### src/rtl/hexdisp_scan_pkg.sv
// Shared definitions for the hexdisp_scan multiplexed 7-segment display controller:
// register map, CTRL/STATUS field positions and the scan state encoding.
package hexdisp_scan_pkg;

    localparam logic [1:0] ADR_VALUE  = 2'd0;
    localparam logic [1:0] ADR_CTRL   = 2'd1;
    localparam logic [1:0] ADR_STATUS = 2'd2;
    localparam logic [1:0] ADR_RSVD   = 2'd3;

    localparam int CTRL_EN_BIT      = 0;
    localparam int CTRL_BLANK_LSB   = 8;
    localparam int CTRL_DP_LSB      = 16;
    localparam int STATUS_DIGIT_LSB = 0;
    localparam int STATUS_FDONE_BIT = 8;

    typedef enum logic [1:0] {
        ST_IDLE  = 2'd0,
        ST_GAP   = 2'd1,
        ST_DRIVE = 2'd2
    } state_e;

endpackage

### src/rtl/hexdisp.sv
// Combinational hex nibble to active-low 7-segment decoder, segment order g..a.
module hexdisp (
    input  logic [3:0] nibble_i,
    output logic [6:0] seg_o
);

    always_comb begin
        case (nibble_i)
            4'h0:    seg_o = 7'b1000000;
            4'h1:    seg_o = 7'b1111001;
            4'h2:    seg_o = 7'b0100100;
            4'h3:    seg_o = 7'b0110000;
            4'h4:    seg_o = 7'b0011001;
            4'h5:    seg_o = 7'b0010010;
            4'h6:    seg_o = 7'b0000010;
            4'h7:    seg_o = 7'b1111000;
            4'h8:    seg_o = 7'b0000000;
            4'h9:    seg_o = 7'b0010000;
            4'hA:    seg_o = 7'b0001000;
            4'hB:    seg_o = 7'b0000011;
            4'hC:    seg_o = 7'b1000110;
            4'hD:    seg_o = 7'b0100001;
            4'hE:    seg_o = 7'b0000110;
            default: seg_o = 7'b0001110;
        endcase
    end

endmodule

### src/rtl/hexdisp_scan.sv
// Bus-programmable multiplexed hex display scanner with per-slot anode-off gap.
// Optional leading-zero blanking is built when HEXDISP_SCAN_LZB_EN is defined.
module hexdisp_scan
    import hexdisp_scan_pkg::*;
#(
    parameter int NDIGITS  = 8,
    parameter int TICK_DIV = 50000,
    parameter int GAP_CYC  = 16
) (
    input  logic               clk_i,
    input  logic               rst_n,
    input  logic               cyc_i,
    input  logic               stb_i,
    input  logic               we_i,
    input  logic [1:0]         adr_i,
    input  logic [3:0]         sel_i,
    input  logic [31:0]        dat_i,
    output logic [31:0]        dat_o,
    output logic               ack_o,
    output logic [6:0]         seg_o,
    output logic               dp_o,
    output logic [NDIGITS-1:0] an_o
);

    localparam int               CNT_W      = $clog2(TICK_DIV + 1);
    localparam logic [CNT_W-1:0] GAP_LAST   = CNT_W'(GAP_CYC - 1);
    localparam logic [CNT_W-1:0] DRIVE_LAST = CNT_W'(TICK_DIV - GAP_CYC - 1);
    localparam logic [2:0]       DIGIT_LAST = 3'(NDIGITS - 1);

    logic               ack_q, ack_d;
    logic [31:0]        dat_q, dat_d;
    logic [31:0]        value_q, value_d;
    logic               en_q, en_d;
    logic [7:0]         blank_q, blank_d;
    logic [7:0]         dpm_q, dpm_d;
    logic               fdone_q, fdone_d;
    state_e             state_q, state_d;
    logic [2:0]         digit_q, digit_d;
    logic [CNT_W-1:0]   cnt_q, cnt_d;
    logic [31:0]        sh_value_q, sh_value_d;
    logic [7:0]         sh_blank_q, sh_blank_d;
    logic [7:0]         sh_dp_q, sh_dp_d;
    logic [6:0]         seg_q, seg_d;
    logic               dp_q, dp_d;
    logic [NDIGITS-1:0] an_q, an_d;

    logic       req, wr, fdone_clr, load_shadow, lzb_blank, blank_now;
    logic [3:0] nibble;
    logic [6:0] hex_seg;

    assign req       = cyc_i & stb_i & ~ack_q;
    assign wr        = req & we_i;
    assign fdone_clr = wr && (adr_i == ADR_STATUS) && sel_i[1] && dat_i[STATUS_FDONE_BIT];

    always_comb begin
        ack_d   = req;
        dat_d   = '0;
        value_d = value_q;
        en_d    = en_q;
        blank_d = blank_q;
        dpm_d   = dpm_q;
        if (wr) begin
            case (adr_i)
                ADR_VALUE: begin
                    for (int b = 0; b < 4; b++)
                        if (sel_i[b]) value_d[8*b +: 8] = dat_i[8*b +: 8];
                end
                ADR_CTRL: begin
                    if (sel_i[0]) en_d    = dat_i[CTRL_EN_BIT];
                    if (sel_i[1]) blank_d = dat_i[CTRL_BLANK_LSB +: 8];
                    if (sel_i[2]) dpm_d   = dat_i[CTRL_DP_LSB +: 8];
                end
                ADR_STATUS: ;
                ADR_RSVD:   ;
                default:    ;
            endcase
        end
        if (req && !we_i) begin
            case (adr_i)
                ADR_VALUE:  dat_d = value_q;
                ADR_CTRL:   dat_d = {8'h00, dpm_q, blank_q, 7'h00, en_q};
                ADR_STATUS: dat_d = {23'h0, fdone_q, 5'h00, digit_q};
                default:    dat_d = '0;
            endcase
        end
    end

    // Shadows are only reloaded when digit 0 enters its gap, so a frame never mixes old and new data.
    always_comb begin
        state_d     = state_q;
        digit_d     = digit_q;
        cnt_d       = cnt_q;
        fdone_d     = fdone_q;
        load_shadow = 1'b0;
        if (fdone_clr) fdone_d = 1'b0;
        case (state_q)
            ST_IDLE: begin
                digit_d = '0;
                cnt_d   = '0;
                if (en_q) begin
                    state_d     = ST_GAP;
                    load_shadow = 1'b1;
                end
            end
            ST_GAP: begin
                if (!en_q) begin
                    state_d = ST_IDLE;
                    digit_d = '0;
                    cnt_d   = '0;
                end else if (cnt_q == GAP_LAST) begin
                    state_d = ST_DRIVE;
                    cnt_d   = '0;
                end else begin
                    cnt_d = cnt_q + 1'b1;
                end
            end
            ST_DRIVE: begin
                if (!en_q) begin
                    state_d = ST_IDLE;
                    digit_d = '0;
                    cnt_d   = '0;
                end else if (cnt_q == DRIVE_LAST) begin
                    state_d = ST_GAP;
                    cnt_d   = '0;
                    if (digit_q == DIGIT_LAST) begin
                        digit_d     = '0;
                        load_shadow = 1'b1;
                        fdone_d     = 1'b1;
                    end else begin
                        digit_d = digit_q + 1'b1;
                    end
                end else begin
                    cnt_d = cnt_q + 1'b1;
                end
            end
            default: begin
                state_d = ST_IDLE;
                digit_d = '0;
                cnt_d   = '0;
            end
        endcase
    end

    always_comb begin
        sh_value_d = sh_value_q;
        sh_blank_d = sh_blank_q;
        sh_dp_d    = sh_dp_q;
        if (load_shadow) begin
            sh_value_d = value_q;
            sh_blank_d = blank_q;
            sh_dp_d    = dpm_q;
        end
    end

    assign nibble = sh_value_q[{digit_q, 2'b00} +: 4];

    hexdisp u_hexdisp (
        .nibble_i (nibble),
        .seg_o    (hex_seg)
    );

`ifdef HEXDISP_SCAN_LZB_EN
    logic [2:0] msd;

    // Digit 0 is never blanked because msd bottoms out at 0 even for an all-zero value.
    always_comb begin
        msd = '0;
        for (int i = 0; i < NDIGITS; i++)
            if (sh_value_q[4*i +: 4] != 4'h0) msd = 3'(i);
    end
    assign lzb_blank = (digit_q > msd);
`else
    assign lzb_blank = 1'b0;
`endif

    assign blank_now = sh_blank_q[digit_q] | lzb_blank;

    always_comb begin
        seg_d = 7'h7F;
        dp_d  = 1'b1;
        an_d  = '1;
        if (state_q == ST_DRIVE) begin
            for (int i = 0; i < NDIGITS; i++)
                an_d[i] = (digit_q != 3'(i));
            if (!blank_now) seg_d = hex_seg;
            dp_d = ~sh_dp_q[digit_q];
        end
    end

    always_ff @(posedge clk_i or negedge rst_n) begin
        if (!rst_n) begin
            ack_q      <= 1'b0;
            dat_q      <= '0;
            value_q    <= '0;
            en_q       <= 1'b0;
            blank_q    <= '0;
            dpm_q      <= '0;
            fdone_q    <= 1'b0;
            state_q    <= ST_IDLE;
            digit_q    <= '0;
            cnt_q      <= '0;
            sh_value_q <= '0;
            sh_blank_q <= '0;
            sh_dp_q    <= '0;
            seg_q      <= 7'h7F;
            dp_q       <= 1'b1;
            an_q       <= '1;
        end else begin
            ack_q      <= ack_d;
            dat_q      <= dat_d;
            value_q    <= value_d;
            en_q       <= en_d;
            blank_q    <= blank_d;
            dpm_q      <= dpm_d;
            fdone_q    <= fdone_d;
            state_q    <= state_d;
            digit_q    <= digit_d;
            cnt_q      <= cnt_d;
            sh_value_q <= sh_value_d;
            sh_blank_q <= sh_blank_d;
            sh_dp_q    <= sh_dp_d;
            seg_q      <= seg_d;
            dp_q       <= dp_d;
            an_q       <= an_d;
        end
    end

    assign ack_o = ack_q;
    assign dat_o = dat_q;
    assign seg_o = seg_q;
    assign dp_o  = dp_q;
    assign an_o  = an_q;

endmodule
### config.mk
export PLATFORM = sky130hd
export DESIGN_NAME = hexdisp_scan
export DESIGN_NICKNAME = d
export VERILOG_FILES = /design/src/rtl/hexdisp_scan_pkg.sv /design/src/rtl/hexdisp.sv /design/src/rtl/hexdisp_scan.sv
export SDC_FILE = /design/constraint.sdc
export NUM_CORES = 1
export LEC_CHECK = 0
export BUFFER_PORTS_ARGS = -buffer_cell sky130_fd_sc_hd__clkbuf_2
export CAP_MARGIN = 20
export CORE_MARGIN = 10
export CORE_UTILIZATION = 52
export DETAILED_ROUTE_END_ITERATION = 8
export GPL_TIMING_DRIVEN = 0
export PLACE_DENSITY = 0.82
export SETUP_SLACK_MARGIN = 0.4
export SKIP_LAST_GASP = 1
export SYNTH_ARGS = -nofsm -noshare
export SYNTH_HDL_FRONTEND = slang
export SYNTH_SLANG_ARGS = --single-unit
### constraint.sdc
create_clock -name clk_i -period 2.7 [get_ports clk_i]
set_clock_uncertainty 0.1 [all_clocks]
set_input_delay 0.27 -clock clk_i [delete_from_list [all_inputs] [get_ports clk_i]]
set_output_delay 0.27 -clock clk_i [all_outputs]
set_load 0.05 [all_outputs]
Word-level counts from Yosys, hierarchy flattened --
Memory sizes are Yosys's and may differ from the RTL's. Index checks and enable logic that the tools add are counted.
Storage, ports and cells: input port bits 43, logic and storage cells 100, memories 1, memory bits (writable) 0, memory bits (read-only) 112, output and inout port bits 49, latch bits 0, flip-flop bits (word level) 168
Memory list:
- (name not given) | depth 16, bits a word 7, read ports 1, clocked after memory_dff 0, wr ports 0, line hexdisp.sv:8 | case (nibble_i)
Operators by class: muxes and demuxes 36, reduce and logical (&&, ||, !) cells 17, div/mod/pow operators 0, $add $sub $neg 2, eq/ne operators 18, shift-type cells 1, bitwise operators 5, magnitude comparators 1, multiply operators 0
Operators with widths (number):
- $pmux 32 s3 | 1
- $mux 16 | 4
- $mux 32 | 1
- $pmux 16 s2 | 1
- $shiftx 32x6->4 | 1
- $reduce_and 3->1 | 8
- $ne 3x3->1 const B | 6
- $add 16x1->16 const B | 1
- $eq 16x16->1 const B | 1
- $eq 16x4->1 const B | 1
- $mux 7 | 2
- $mux 1 | 12
- $mux 3 | 4
- $mux 2 | 5
- $mux 8 | 1
- $bmux 1 s3 | 2
- $ne 3x2->1 const B | 2
- $pmux 2 s3 | 1
- $pmux 3 s2 | 1
- $eq 2x1->1 const B | 2
- $eq 2x2->1 const B | 2
- $logic_and 1x1->1 | 4
- $logic_not 2->1 | 2
- $lt 3x4->1 const B | 1
- 10 further kinds | 14

Logic depth before layout (Yosys ltp) --
Gate-level depths: netlist of run 1.
depth in word-level cells 11, mapped depth 9, mapped depth without buffers 7

By module --
A second synthesis of run 1 with hierarchy kept.
Second synthesis, totals: cells, all modules 530, area total of the unflattened synthesis 7289.5 um2
By module, submodules not included:
- hexdisp_scan | sequential area each 4224.1 um2, area an instance 7028.0 um2, cells each 499, instances 1
- hexdisp | sequential area each 0.0 um2, area an instance 261.5 um2, cells each 31, instances 1

Least setup slack after synthesis of run 1 --
No wires, ideal clock.
path type register -> register, from reg cnt_q[6], to reg sh_value_q[11], period minus slack after synthesis 2.527 ns, setup time 0.125 ns, setup slack 0.173 ns, required time 2.475 ns, path buffers 2, data arrival time 2.302 ns, stages on the path, launching flop included 8, cell sequence dfrtp_1 > or4_1 > or4_4 > nor4_4 > o21ai_2 > buf_6 > buf_6 > mux2_4
On the way: longest elaborated chain between the ends 4
RTL lines:
- from (decl) | line hexdisp_scan.sv:39 | logic [CNT_W-1:0] cnt_q, cnt_d;
- from (signal assigned) | line hexdisp_scan.sv:218 | cnt_q <= cnt_d;
- $eq 16x16->1 | line hexdisp_scan.sv:122 | end else if (cnt_q == DRIVE_LAST) begin
- $mux 1 | line hexdisp_scan.sv:122
- $mux 1 | line hexdisp_scan.sv:118 | if (!en_q) begin
- $pmux 1 s2 | line hexdisp_scan.sv:96 | case (state_q)
- to (signal assigned) | line hexdisp_scan.sv:219 | sh_value_q <= sh_value_d;
- to (decl) | line hexdisp_scan.sv:40 | logic [31:0] sh_value_q, sh_value_d;
Every way passes these cells. A chain may end at the register's enable or synchronous reset.

Worst setup path after layout of run 1 --
from reg cnt_q[11], to reg sh_value_q[25]
The elaborated chain is that of the path after synthesis.

==> out/metrics.csv, run 1 <==
stage,metric,value,unit
run_status,status,"complete, no violations",
power,p_leak,4.47,nW
power,worst_ir_drop_vdd,0.000430,V
finish,nets,754,
finish,layout.cells.most_common,dfrtp_1,
timing,maxSlewViolCount,0,
synthesis,ys_seq_area_share,57.9,%
synthesis,synth.cell_area,0.00730,mm^2
clock_tree,clkLatencyLatePin,0.43,ns
floorplan,dieWidth,138,um
worst_hold_path,hp-class,in2reg,
placement,placed_cell_area,0.00802,mm^2
synthesis,async_flop_share,100,%
finish,multi_input_area,0.00311,mm^2
clock_tree,cts.path.max_buffers,2,
floorplan,dieArea,0.0192,mm^2
setup_path,startpoint_type,register,
clock_tree,cts_buffers,17,
synthesis,synth_top_area_share,52.1,%
finish,fillCellCount,919,
setup_path,crit_path_max_fanout,7,
setup_path,required,2.91,ns
floorplan,die_h,138,um
placement,dp.final_hpwl,11800,um
detailed_routing,post-route-drc-count,0,
grt,grt_pass1_wl,29300,um
grt,antenna_found_initial,0,
setup_path,worstPathArrival,2.78,ns
timing,hold_viol,0,
detailed_routing,vias_per_cell,5.53,
synthesis,synth-main-ff-cell,dfrtp_1,
timing,setup_viol,0,
finish,antenna_cells,0,
placement,io_buffers,90,
setup_path,r2r_slack,0.13,ns
clock_tree,htreeDepth,4,
detailed_routing,ant_nets,0,
detailed_routing,wl,18200,um
clock_tree,root_buffer,clkbuf_16,
grt,grt_pass1_vias,5449,
floorplan,rows,43,
finish,fin_util,67.7,%
finish,area_growth,28.3,%
synthesis,synth_area_per_cell,13.6,um^2
synthesis,syn_nets,598,
timing,rsz0062_at_grt,true,
clock_tree,cts_tree,done,
detailed_routing,wl_per_cell,20.5,um
synthesis,synthTopCellsByArea,"dfrtp_1 (52%), mux2_2 (12%), dfstp_2 (5.8%)",
detailed_routing,first_pass_iters,4,
grt,grt_max_degree,87,
finish,register_area,0.00422,mm^2
floorplan,initial_core_util,52.8,%
synthesis,syn_inst,538,
grt,grt.overflow.total,0,
synthesis,yosysTopAreaCell,dfrtp_1,
synthesis,synth-edff-count,0,
detailed_routing,num_vias,4909,
timing,post-route-period-util,95.1,%
timing,timing.fmax,389,MHz
setup_path,crit_type,reg2reg,
power,powerDensity,787,mW/mm^2
finish,mostFrequentLayoutCells,"dfrtp_1 (152), clkbuf_2 (90), mux2_2 (79), nor2_1 (43), nand2_1 (36)",
synthesis,synth_seq_cells,168,
synthesis,synthDistinctLibCells,51,
setup_path,end_kind,register,
grt,grt_util_all_layers,18.9,%
clock_tree,cts_num_sinks,168,
synthesis,yosys_warnings,0,
timing,slew_headroom,47.1,%
detailed_routing,drt-initial-drc-count,307,
timing,tightestPinTransition,0.793,ns
floorplan,ios,92,
floorplan,core,0.0138,mm^2
timing,fin_crit,2.57,ns
clock_tree,clk_pin_slew,0.06,ns
placement,place.gp.congestion,0.891,
finish,drive_gt1_share,43.8,%
run,maxCapViolations,0,
finish,design_area,0.00936,mm^2
## metal layers
layer / vias to the layer above / track usage [%] / wire (um)
met5: - / 0 / 0
met1: 2537 / 21.9 / 7430
met4: 0 / 8.10 / 424
met2: 133 / 32.3 / 9550
li1: 2203 / - / -
met3: 36 / 4.93 / 808
## path summary, 6_finish.rpt
check	endpoint	depth (start not counted)	from
setup reg to reg	sh_value_q[25]	7	cnt_q[11]
hold / removal	blank_q[2]	2	dat_i[10]
hold reg to reg	cnt_q[0]	1	cnt_q[0]
setup / recovery	sh_value_q[25]	7	cnt_q[11]
max in group asynchronous	an_o[7]	3	rst_n
min in group asynchronous	value_q[17]	2	rst_n
## power by group
part           internal [mW]  leakage [nW]  switching, mW
Combinational          0.900          1.98          0.722
Sequential              2.92          2.20          0.301
Clock                   1.51         0.290           1.01
## sequential cells by signal, summed over array words and instances (netlist names)
register	flops
ack_o	1
an_o	8
blank_q	8
cnt_q	16
dat_o	32
digit_q	3
dp_o	1
dpm_q	8
en_q	1
fdone_q	1
seg_o	7
sh_blank_q	8
sh_dp_q	8
sh_value_q	32
state_q	2
value_q	32
## layout make-up
type | count | share of cell area, %
repair buffers | 137 | 10.1
flip-flops and latches | 168 | 45.1
clock buffers | 19 | 4.84
clock inverters | 13 | 1.79
multi-input cells | 338 | 33.2
well taps | 180 | 2.41
plain buffers | 22 | 2.05
inverters | 10 | 0.401
## critical path: stages, from the launching register on
cell     delay [ns]
dfrtp_1        0.38
or4_4          0.54
or4_4          0.45
nor4_4         0.20
o21ai_2        0.12
buf_6          0.20
buf_12         0.15
mux2_4         0.29
## metrics by stage
step	instances	setup slack [ns]	power, mW	hold slack, ns	setup TNS [ns]
final	887	0.131	7.37	0.0116	0
after global routing	887	0.0873	7.65	0.00252	0
after CTS	878	0.165	7.16	0.000120	0
after detailed placement	809	-0.119	4.47	0.252	-0.197
after global placement	808	-1.48	4.36	0.350	-229.85
after floorplan	538	0.273	4.08	-0.126	0
## cell usage after synthesis (all sizes together) (5+ instances only)
| master | number |
|---|---|
| dfstp | 16 |
| and2 | 14 |
| nor2b | 5 |
| nand3 | 13 |
| clkbuf | 13 |
| buf | 9 |
| mux2i | 26 |
| nor2 | 43 |
| nand2 | 37 |
| xor2 | 11 |
| mux4 | 10 |
| dfrtp | 152 |
| nor3 | 6 |
| a21oi | 6 |
| ha | 17 |
| mux2 | 99 |
| inv | 9 |
| o21ai | 6 |
## cells by family after synthesis
kind of cell | share of synthesized area [%]
buffers and inverters | 2.07
AO/OA/AOI/OAI | 2.95
multiplexers | 23.0
XOR/XNOR | 1.68
AND/OR/NAND/NOR | 9.53
flip-flops | 57.9
adder cells (fa/ha/maj) | 2.91
## what timing repair did
| action | CTS | global route |
|---|---|---|
| pin swaps | 0 | 9 |
| hold endpoints to repair | 120 | 1 |
| setup endpoints to repair | 73 | 108 |
| hold buffers | 25 | 1 |
| cloned | 2 | 0 |
| buffers inserted | 10 | 8 |
| resized for setup | 27 | 42 |
Power figures use the tool's default switching activity.
==> run 2, diff against run 1 <==
--- a/config.mk
+++ b/config.mk
@@ -5,13 +5,15 @@
 export SDC_FILE = /design/constraint.sdc
 export NUM_CORES = 1
 export LEC_CHECK = 0
-export BUFFER_PORTS_ARGS = -buffer_cell sky130_fd_sc_hd__clkbuf_2
+export ABC_CLOCK_PERIOD_IN_PS = 2700
 export CAP_MARGIN = 20
+export CORE_ASPECT_RATIO = 0.6
 export CORE_MARGIN = 10
-export CORE_UTILIZATION = 52
+export CORE_UTILIZATION = 57
 export DETAILED_ROUTE_END_ITERATION = 8
+export DONT_BUFFER_PORTS = 1
 export GPL_TIMING_DRIVEN = 0
-export PLACE_DENSITY = 0.82
+export PLACE_DENSITY = 0.81
 export SETUP_SLACK_MARGIN = 0.4
 export SKIP_LAST_GASP = 1
 export SYNTH_ARGS = -nofsm -noshare
==> out/metrics.csv, run 2 (synthesized netlist as in run 1, its figures left out) <==
stage,metric,value,unit,change
run_status,status,"finished, violations left",,
run_status,violations,negative hold slack,,
clock_tree,root_buffer,clkbuf_16,,
run,maxCapViolations,0,,unchanged
setup_path,crit_path_max_fanout,7,,unchanged
setup_path,crit_type,reg2reg,,
floorplan,rows,31,,-28%
setup_path,path_buf_inv,2,,unchanged
timing,fin_crit,2.58,ns,+0.00845 ns
clock_tree,cts_num_sinks,168,,unchanged
clock_tree,cts.path.max_buffers,2,,unchanged
power,worst_ir_drop_vdd,0.000425,V,-1.2%
grt,globalRoute.busiestLayer,met2,,
timing,slew_headroom,45.8,%,-1.4 points
floorplan,dieWidth,166,um,+20%
finish,fin_util,74.2,%,+6.5 points
timing,rsz0062_at_grt,true,,
finish,mostFrequentLayoutCells,"dfrtp_1 (151), mux2_2 (78), dlygate4sd3_1 (35), nand2_1 (33), nor2_1 (28)",,
power,power.share.clock,34.1,%,-0.2 points
setup_path,end_kind,register,,
worst_hold_path,hp-class,in2async,,
detailed_routing,num_vias,4738,,-3.5%
grt,grt_max_degree,169,,+94%
clock_tree,htreeDepth,4,,unchanged
detailed_routing,drt-initial-drc-count,302,,-1.6%
setup_path,required,2.91,ns,about the same
detailed_routing,wl_per_cell,23.5,um,+15%
finish,instances_no_fill,798,,-10%
floorplan,die_h,108,um,-22%
timing,setup_viol,0,,unchanged
timing,maxSlewViolCount,0,,unchanged
finish,layout.cells.most_common,dfrtp_1,,
finish,fillCellCount,746,,-19%
timing,tightestPinTransition,0.813,ns,+0.0204 ns
clock_tree,postCtsHoldBufs,35,,+40%
placement,io_buffers,0,,-100%
setup_path,crit_path_cell_trace,"or4_4, or4_4, nor4_4, o21ai_2, buf_8, buf_12, mux2_4",,
finish,nets,680,,-9.8%
clock_tree,cts_tree,done,,
placement,place.gp.congestion,0.870,,-2.4%
power,p_sw_share,27.6,%,about the same
setup_path,cp_slowest_stage_delay,0.55,ns,about the same
placement,dp.final_hpwl,11900,um,+1.2%
floorplan,initial_core_util,59.3,%,+6.6 points
detailed_routing,vias_per_cell,5.94,,+7.3%
grt,use_met2,32.9,%,+0.59 points
grt,grt_pass1_wl,28800,um,-1.5%
timing,timing.fmax,388,MHz,-0.33%
grt,antenna_found_initial,1,,+1
placement,dp.cells,703,,-13%
detailed_routing,post-route-drc-count,0,,unchanged
detailed_routing,first_pass_iters,4,,unchanged
clock_tree,clk_pin_slew,0.06,ns,about the same
finish,area_growth,25.1,%,
floorplan,ios,92,,unchanged
setup_path,crit_path_frequent_cell,or4_4,,
finish,register_area,0.00423,mm^2,about the same
timing,post-route-period-util,95.5,%,+0.31 points
power,combPwrFrac,21.7,%,-0.3 points
setup_path,crit_family,simple AND/OR/NAND/NOR gates,,
grt,grt_util_all_layers,20.6,%,+1.7 points
grt,grtUsageMet3,6.71,%,+1.8 points
finish,multi_input_area,0.00320,mm^2,+2.8%
power,switchingPower,2.03,mW,-0.34%
clock_tree,cts_buffers,17,,unchanged
power,powerDensity,805,mW/mm^2,+2.2%
power,total_power,7.34,mW,-0.31%
floorplan,dieArea,0.0179,mm^2,-6.8%
power,internal-power,5.31,mW,-0.29%
grt,grt_pass1_vias,4948,,-9.2%
setup_path,startpoint_type,register,,
timing,hold_viol,168,,+168
finish,drive_gt1_share,39.6,%,-4.3 points
grt,use_met1,26.5,%,+4.6 points
timing,hold_ws,-0.565,ns,-0.577 ns
setup_path,crit_slowest_cell,or4_4,,
detailed_routing,wl,18800,um,+3.1%
floorplan,core,0.0123,mm^2,-11%
power,p_leak,4.16,nW,-6.9%
power,p_seq_share,44.2,%,+0.5 points
setup_path,worstPathArrival,2.79,ns,about the same
detailed_routing,ant_nets,0,,unchanged
grt,grt.overflow.total,0,,unchanged
clock_tree,clkLatencyLatePin,0.43,ns,about the same
[run 2: routing by layer]
layer	wire length (um)	share of wire, %
met5	0	0
met4	329	1.8
met3	1270	6.7
met2	9100	48
met1	8080	43
[run 2: worst register-to-register path, stage by stage, from the launching register on]
cell	delay, ns
dfrtp_1	0.38
or4_4	0.55
or4_4	0.45
nor4_4	0.21
o21ai_2	0.12
buf_8	0.19
buf_12	0.16
mux2_4	0.29
[run 2: cell type report]
| cell class | instances | area share (%) |
|---|---|---|
| Antenna cell | 1 | 0.0274 |
| Buffer | 22 | 2.07 |
| Clock buffer | 18 | 4.81 |
| Clock inverter | 13 | 1.86 |
| Inverter | 10 | 0.452 |
| Multi-Input combinational cell | 338 | 35.1 |
| Sequential cell | 168 | 46.3 |
| Tap cell | 165 | 2.26 |
| Timing Repair Buffer | 63 | 7.14 |
[run 2: final timing paths]
check	start	end	slack (ns)	cells after the start
max reg2reg	cnt_q[11]	sh_value_q[11]	0.12	7
max	cnt_q[11]	sh_value_q[11]	0.12	7
min	rst_n	value_q[30]	-0.56	0
min in group clk_i	we_i	dat_o[8]	0.13	2
min reg2reg	cnt_q[0]	cnt_q[0]	0.37	1
max in group asynchronous	rst_n	ack_o	2.84	0
[run 2: timing repair]
action | in CTS | in global routing
endpoints found under the hold margin | 219 | 168
buffers inserted | 15 | 9
pin swaps | 4 | 22
setup endpoints to repair | 125 | 111
cloned | 3 | 1
gates resized for setup | 42 | 63
[run 2: power groups by stage]
| stage | combinational, mW | sequential (mW) | clock, mW |
|---|---|---|---|
| 6_report | 1.59 | 3.24 | 2.51 |
| 5_1_grt | 1.68 | 3.28 | 2.67 |
| 4_1_cts | 1.38 | 3.22 | 2.52 |
| 3_5_place_dp | 1.13 | 3.26 | 0 |
| 3_3_place_gp | 1.06 | 3.22 | 0 |
| 2_1_floorplan | 0.948 | 3.13 | 0 |
[run 2: metrics by stage]
stage | cell area (um^2) | TNS, ns | setup WS, ns
2_1_floorplan | 7310 | 0 | 0.273
3_3_place_gp | 7520 | 0 | 0.0233
3_5_place_dp | 7520 | -0.0829 | -0.0485
6_report | 9130 | 0 | 0.123
5_1_grt | 9130 | 0 | 0.0695
4_1_cts | 8820 | 0 | 0.149
